--- src/rtl/tetris_piece_bag.sv ---
// 7-bag piece randomizer: keeps a 16-bit Galois LFSR, a bag mask, and a
// two-entry queue (next piece and preview). The game core pulls pieces
// with a valid/ready handshake.
module tetris_piece_bag #(
  parameter logic [15:0] SEED    = 16'hACE1,
  parameter int unsigned SPAWN_X = 4,
  parameter int unsigned SPAWN_Y = 0
) (
  input  logic        clk,
  input  logic        reset_n,
  input  logic        piece_ready,
  input  logic        reseed,
  input  logic [15:0] seed_in,
  output logic        piece_valid,
  output logic [13:0] spawn_piece,
  output logic [2:0]  preview_piece,
  output logic [2:0]  bag_remaining
);

  localparam logic [1:0] FILL0 = 2'd0;
  localparam logic [1:0] FILL1 = 2'd1;
  localparam logic [1:0] READY = 2'd2;

  localparam logic [2:0]  PIECE_I = 3'd0;
  localparam logic [1:0]  ROT_0   = 2'd0;
  localparam logic [15:0] POLY    = 16'hB400;
  localparam logic [15:0] SEED_S  = (SEED == '0) ? 16'h0001 : SEED;
  localparam logic [3:0]  SX      = 4'(SPAWN_X);
  localparam logic [4:0]  SY      = 5'(SPAWN_Y);

  logic [15:0] lfsr_q, lfsr_d;
  logic [6:0]  mask_q, mask_d;
  logic [2:0]  q0_q, q0_d;
  logic [2:0]  q1_q, q1_d;
  logic [2:0]  bag_q, bag_d;
  logic        valid_q, valid_d;
  logic [1:0]  state_q, state_d;

  logic [2:0]  cand;
  logic [2:0]  drawn;
  logic        found;
  logic [3:0]  sum;
  logic [6:0]  mask_left;
  logic [6:0]  mask_after;
  logic [2:0]  cnt;
  logic        take;

  // LFSR next value: reseed wins over the Galois shift.
  always_comb begin
    if (reseed) begin
      lfsr_d = (seed_in == '0) ? 16'h0001 : seed_in;
    end else begin
      lfsr_d = (lfsr_q >> 1) ^ (lfsr_q[0] ? POLY : '0);
    end
  end

  // Draw: wrapping scan from the LFSR candidate for the first available piece.
  always_comb begin
    cand  = (lfsr_q[2:0] == 3'd7) ? 3'd0 : lfsr_q[2:0];
    drawn = '0;
    found = 1'b0;
    sum   = '0;
    for (int unsigned k = 0; k < 7; k++) begin
      sum = {1'b0, cand} + 4'(k);
      if (sum >= 4'd7) sum = sum - 4'd7;
      if (!found && mask_q[sum[2:0]]) begin
        drawn = sum[2:0];
        found = 1'b1;
      end
    end
    mask_left  = mask_q & ~(7'b1 << drawn);
    // Refill on the same edge that empties the bag so the count never reads 0.
    mask_after = (mask_left == '0) ? 7'h7F : mask_left;
    cnt = '0;
    for (int unsigned i = 0; i < 7; i++) begin
      cnt = cnt + {2'b00, mask_after[i]};
    end
  end

  // Fill sequence and queue shift on handshake.
  always_comb begin
    state_d = state_q;
    q0_d    = q0_q;
    q1_d    = q1_q;
    valid_d = valid_q;
    take    = 1'b0;
    case (state_q)
      FILL0: begin
        q0_d    = drawn;
        take    = 1'b1;
        state_d = FILL1;
      end
      FILL1: begin
        q1_d    = drawn;
        take    = 1'b1;
        valid_d = 1'b1;
        state_d = READY;
      end
      READY: begin
        if (valid_q && piece_ready) begin
          q0_d = q1_q;
          q1_d = drawn;
          take = 1'b1;
        end
      end
      default: state_d = state_q;
    endcase
    mask_d = take ? mask_after : mask_q;
    bag_d  = take ? cnt : bag_q;
  end

  // State registers with asynchronous active-low reset.
  always_ff @(posedge clk or negedge reset_n) begin
    if (!reset_n) begin
      lfsr_q  <= SEED_S;
      mask_q  <= 7'h7F;
      q0_q    <= PIECE_I;
      q1_q    <= PIECE_I;
      bag_q   <= 3'd7;
      valid_q <= 1'b0;
      state_q <= FILL0;
    end else begin
      lfsr_q  <= lfsr_d;
      mask_q  <= mask_d;
      q0_q    <= q0_d;
      q1_q    <= q1_d;
      bag_q   <= bag_d;
      valid_q <= valid_d;
      state_q <= state_d;
    end
  end

  assign piece_valid   = valid_q;
  assign spawn_piece   = {q0_q, ROT_0, SX, SY};
  assign preview_piece = q1_q;
  assign bag_remaining = bag_q;

endmodule

--- config.mk ---
export PLATFORM = sky130hd
export DESIGN_NAME = tetris_piece_bag
export DESIGN_NICKNAME = d
export VERILOG_FILES = /design/src/rtl/tetris_piece_bag.sv
export SDC_FILE = /design/constraint.sdc
export NUM_CORES = 1
export LEC_CHECK = 0
export BUFFER_PORTS_ARGS = -buffer_cell sky130_fd_sc_hd__buf_4
export CAP_MARGIN = 15
export CORE_ASPECT_RATIO = 1.1
export CORE_MARGIN = 3
export CORE_UTILIZATION = 40
export CTS_CLUSTER_SIZE = 14
export DETAILED_ROUTE_END_ITERATION = 6
export GPL_TIMING_DRIVEN = 0
export PLACE_DENSITY = 0.62
export SLEW_MARGIN = 5
export SYNTH_ARGS = -nofsm -noshare
export SYNTH_HDL_FRONTEND = slang
export SYNTH_SLANG_ARGS = --single-unit
export TNS_END_PERCENT = 1
--- constraint.sdc ---
create_clock -name clk -period 9.7 [get_ports clk]
set_clock_uncertainty 0.15 [all_clocks]
set_input_delay 1.455 -clock clk [delete_from_list [all_inputs] [get_ports clk]]
set_output_delay 1.455 -clock clk [all_outputs]
set_load 0.05 [all_outputs]
==> results.py <==
metrics = {
    "status": {
        "run_status": "finished, final reports clean",
    },
    "timing": {
        "finalHoldViolations": 0,
        "tightestPinTransition_ns": 0.783,
        "layout_worst_path_cycle_share": 0.773,
        "slew_headroom": 0.474,
        "drv_slew": 0,
        "fin_setup_tns_ns": 0,
        "period_needed_ns": 7.50,
        "timing.hold.ws_ns": 0.326,
        "setup_repair_after_global_routing_missed_its_margin": "no",
        "fmax_ghz": 0.133,
        "setup_violations": 0,
    },
    "yosys": {
        "synth.yosys.seq_area_share": 0.261,
        "ys_top_cells_by_count": "sky130_fd_sc_hd__o21ai_0, sky130_fd_sc_hd__a21oi_1, sky130_fd_sc_hd__nand2_1",
        "synth-edff-count": 0,
        "yosysUniqueCellTypes": 74,
        "synth.avg_cell_area_um2": 8.47,
        "synth_most_common_cell": "sky130_fd_sc_hd__o21ai_0",
        "synth_top_flop_cell": "sky130_fd_sc_hd__dfstp_2",
        "syn_inst": 407,
        "synth_warn": 0,
        "netlist.top_cell.by_area": "sky130_fd_sc_hd__dfstp_2",
        "yosys-top-cells-area": "sky130_fd_sc_hd__dfstp_2, sky130_fd_sc_hd__dfrtp_1, sky130_fd_sc_hd__mux2_2",
        "yosys_register_bits": 35,
        "async_flop_share": 1.00,
        "netlist_area_mm2": 0.00345,
        "synth_largest_type_area_fraction": 0.137,
    },
    "global_routing": {
        "gr_ovfl_total": 0,
        "vias_in_the_first_global_route": 3238,
        "grt_start_max_net_pins": 36,
        "grt_first_pass_wirelength_um": 16100,
        "grt_antenna_before_repair": 0,
        "global_route.usage.total": 0.209,
    },
    "floorplan": {
        "die_height_um": 103,
        "die_w_um": 94.5,
        "core.rowCount": 34,
        "core_mm2": 0.00813,
        "initial_utilization": 0.424,
        "fp.dieArea_mm2": 0.00977,
        "number_of_placed_i_o_pins": 41,
    },
    "setup_path": {
        "max_fo_critical_path": 10,
        "timing.critical_path.from_type": "register",
        "setup.worst_path.end_class": "register",
        "worst-setup-path-type": "reg2reg",
        "worst-endpoint-arrival_ns": 7.56,
        "critPathRequiredTime_ns": 9.76,
    },
    "power": {
        "power_leakage_nw": 1.55,
        "total_power_draw_w": 0.00114,
        "ir_worst_vdd_uv": 229,
        "cellPowerDensity_mw_per_mm2": 291,
    },
    "job": {
        "maxCapViolCount": 0,
    },
    "placed_design": {
        "portBuffers": 29,
        "dp.final_hpwl_um": 7340,
        "gp_routability_congestion": 0.909,
        "number_of_cells_after_detailed_placement": 553,
    },
    "cts": {
        "post_cts_hold_buffer_count": 0,
        "ctsHtreeMaxLevel": 2,
        "path_clk_slew_ns": 0.07,
        "numCtsBuffers": 5,
        "postCtsResizedCells": 0,
        "clock_insertion_delay_at_the_later_pin_of_the_skew_report_ns": 0.28,
        "cts_root_buffer": "sky130_fd_sc_hd__clkbuf_8",
        "numClockSinks": 35,
        "cts.repair_timing.setup_buffer_count": 0,
        "cts_tree": "yes",
        "cts.path.max_buffers": 2,
    },
    "detailed_routing": {
        "drc_errors": 0,
        "routed_wl_um": 9690,
        "via_per_inst": 5.81,
        "first_iter_violations": 210,
        "drtAntennaViolNets": 0,
        "via_count": 3262,
        "drt_pre_antenna_iters": 4,
        "post_drt_wl_per_cell_um": 17.3,
    },
    "layout": {
        "antenna_cells_inserted": 0,
        "layout.cells.non_filler": 561,
        "final_layout_size_suffix_gt1_frac": 0.260,
        "final_nets": 484,
        "area_growth_syn_to_layout_pct": 13.7,
    },
    "min_path": {
        "hold_path_class": "reg2reg",
    },
}
worst max-delay path: stages, from the launching register on:
cell and delay, ns:
sky130_fd_sc_hd__dfrtp_1 0.40, sky130_fd_sc_hd__buf_2 0.19, sky130_fd_sc_hd__clkbuf_1 0.26, sky130_fd_sc_hd__inv_1 0.18
sky130_fd_sc_hd__ha_1 0.31, sky130_fd_sc_hd__inv_1 0.10, sky130_fd_sc_hd__fa_1 0.50, sky130_fd_sc_hd__clkbuf_1 0.30
sky130_fd_sc_hd__nor2b_1 0.28, sky130_fd_sc_hd__a221o_1 0.21, sky130_fd_sc_hd__a21oi_1 0.10, sky130_fd_sc_hd__a311o_1 0.35
sky130_fd_sc_hd__or4_1 0.51, sky130_fd_sc_hd__a21boi_1 0.42, sky130_fd_sc_hd__o31ai_1 0.28, sky130_fd_sc_hd__o31ai_1 0.52
sky130_fd_sc_hd__o211ai_2 0.26, sky130_fd_sc_hd__o21ai_1 0.18, sky130_fd_sc_hd__ha_1 0.26, sky130_fd_sc_hd__fa_1 0.49
sky130_fd_sc_hd__fa_1 0.45, sky130_fd_sc_hd__fa_1 0.45, sky130_fd_sc_hd__mux2_2 0.27
registers in the layout, indices dropped and copies added, names as in the netlist:
name and count:
mask_q 7, state_q 2, piece_valid 1, preview_piece 3, lfsr_q 16, q0_q 3, bag_remaining 3
stage by stage:
stage / worst slack, ns / util / instance area (um2)
floorplan: 3.22 / - / 3480
global placement: 2.42 / 0.472 / 3830
detailed placement: 2.30 / 0.472 / 3830
CTS: 2.29 / 0.482 / 3920
global route: 1.71 / 0.482 / 3920
finish: 2.20 / 0.482 / 3920
layer usage:
layer / share of wire / up-vias / global-route usage
li1: - / 1573 / -
met1: 0.46 / 1569 / 0.282
met2: 0.48 / 102 / 0.353
met3: 0.042 / 18 / 0.0203
met4: 0.020 / 0 / 0.0688
met5: 0 / - / 0
cell usage in the layout (no fill, tap or decap), types with 4 or more instances in the layout:
master,Yosys,layout
sky130_fd_sc_hd__buf_2,6,6
sky130_fd_sc_hd__ha_1,8,8
sky130_fd_sc_hd__a31oi_1,5,5
sky130_fd_sc_hd__nor2_1,28,28
sky130_fd_sc_hd__dfstp_2,18,18
sky130_fd_sc_hd__buf_4,14,43
sky130_fd_sc_hd__o211ai_1,8,8
sky130_fd_sc_hd__a21oi_1,31,31
sky130_fd_sc_hd__nand3_1,4,4
sky130_fd_sc_hd__o21ai_0,32,32
sky130_fd_sc_hd__fa_1,4,4
sky130_fd_sc_hd__o21a_1,4,4
sky130_fd_sc_hd__mux2i_1,12,12
sky130_fd_sc_hd__clkbuf_1,18,19
sky130_fd_sc_hd__inv_1,12,12
sky130_fd_sc_hd__o22ai_1,6,6
sky130_fd_sc_hd__mux2_2,20,20
sky130_fd_sc_hd__dfrtp_1,17,17
sky130_fd_sc_hd__clkbuf_8,0,5
sky130_fd_sc_hd__o31ai_1,7,7
sky130_fd_sc_hd__nand2_1,30,30
sky130_fd_sc_hd__and2_1,4,4
sky130_fd_sc_hd__conb_1,2,11
sky130_fd_sc_hd__nor2b_1,5,5
sky130_fd_sc_hd__nor3_1,9,9
sky130_fd_sc_hd__o21ai_1,13,13
sky130_fd_sc_hd__nor4_1,4,4
sky130_fd_sc_hd__a211oi_1,4,4
sky130_fd_sc_hd__xnor2_1,5,5
sky130_fd_sc_hd__nand2b_1,8,8
power by group:
part	total, W	switching, W	internal (W)
Combinational	0.000803	0.000498	0.000305
Clock	0.000104	0.0000537	0.0000502
Sequential	0.000233	0.0000312	0.000202
final timing paths:
path / to / depth (start not counted) / slack, ns / from
max: bag_remaining[1] / 22 / 2.20 / lfsr_q[1]
min: lfsr_q[2] / 1 / 0.33 / lfsr_q[3]
max reg2reg: bag_remaining[1] / 22 / 2.20 / lfsr_q[1]
min reg2reg: lfsr_q[2] / 1 / 0.33 / lfsr_q[3]
max in group asynchronous: lfsr_q[11] / 1 / 8.08 / reset_n
min in group asynchronous: q0_q[0] / 1 / 0.97 / reset_n
cells by family (layout without fill, tap and decap cells):
kind of cell	count (synthesis)	in the layout	synth area share
xor+xnor	6	6	0.0174
fa+ha+maj	12	12	0.0523
other cells	2	11	0.00218
simple gates	112	112	0.166
buf+inv	55	92	0.0773
flops	35	35	0.261
mux	37	37	0.128
compound gates	148	148	0.296
layout make-up:
class	count	area [um2]
Buffer	41	214
Clock inverter	2	12.5
Timing Repair Buffer	29	218
Sequential cell	35	898
Clock buffer	6	72.6
Multi-Input combinational cell	326	2310
Tap cell	108	135
Fill cell	810	4210
Inverter	14	52.6
(Power assumes the default switching activity.)
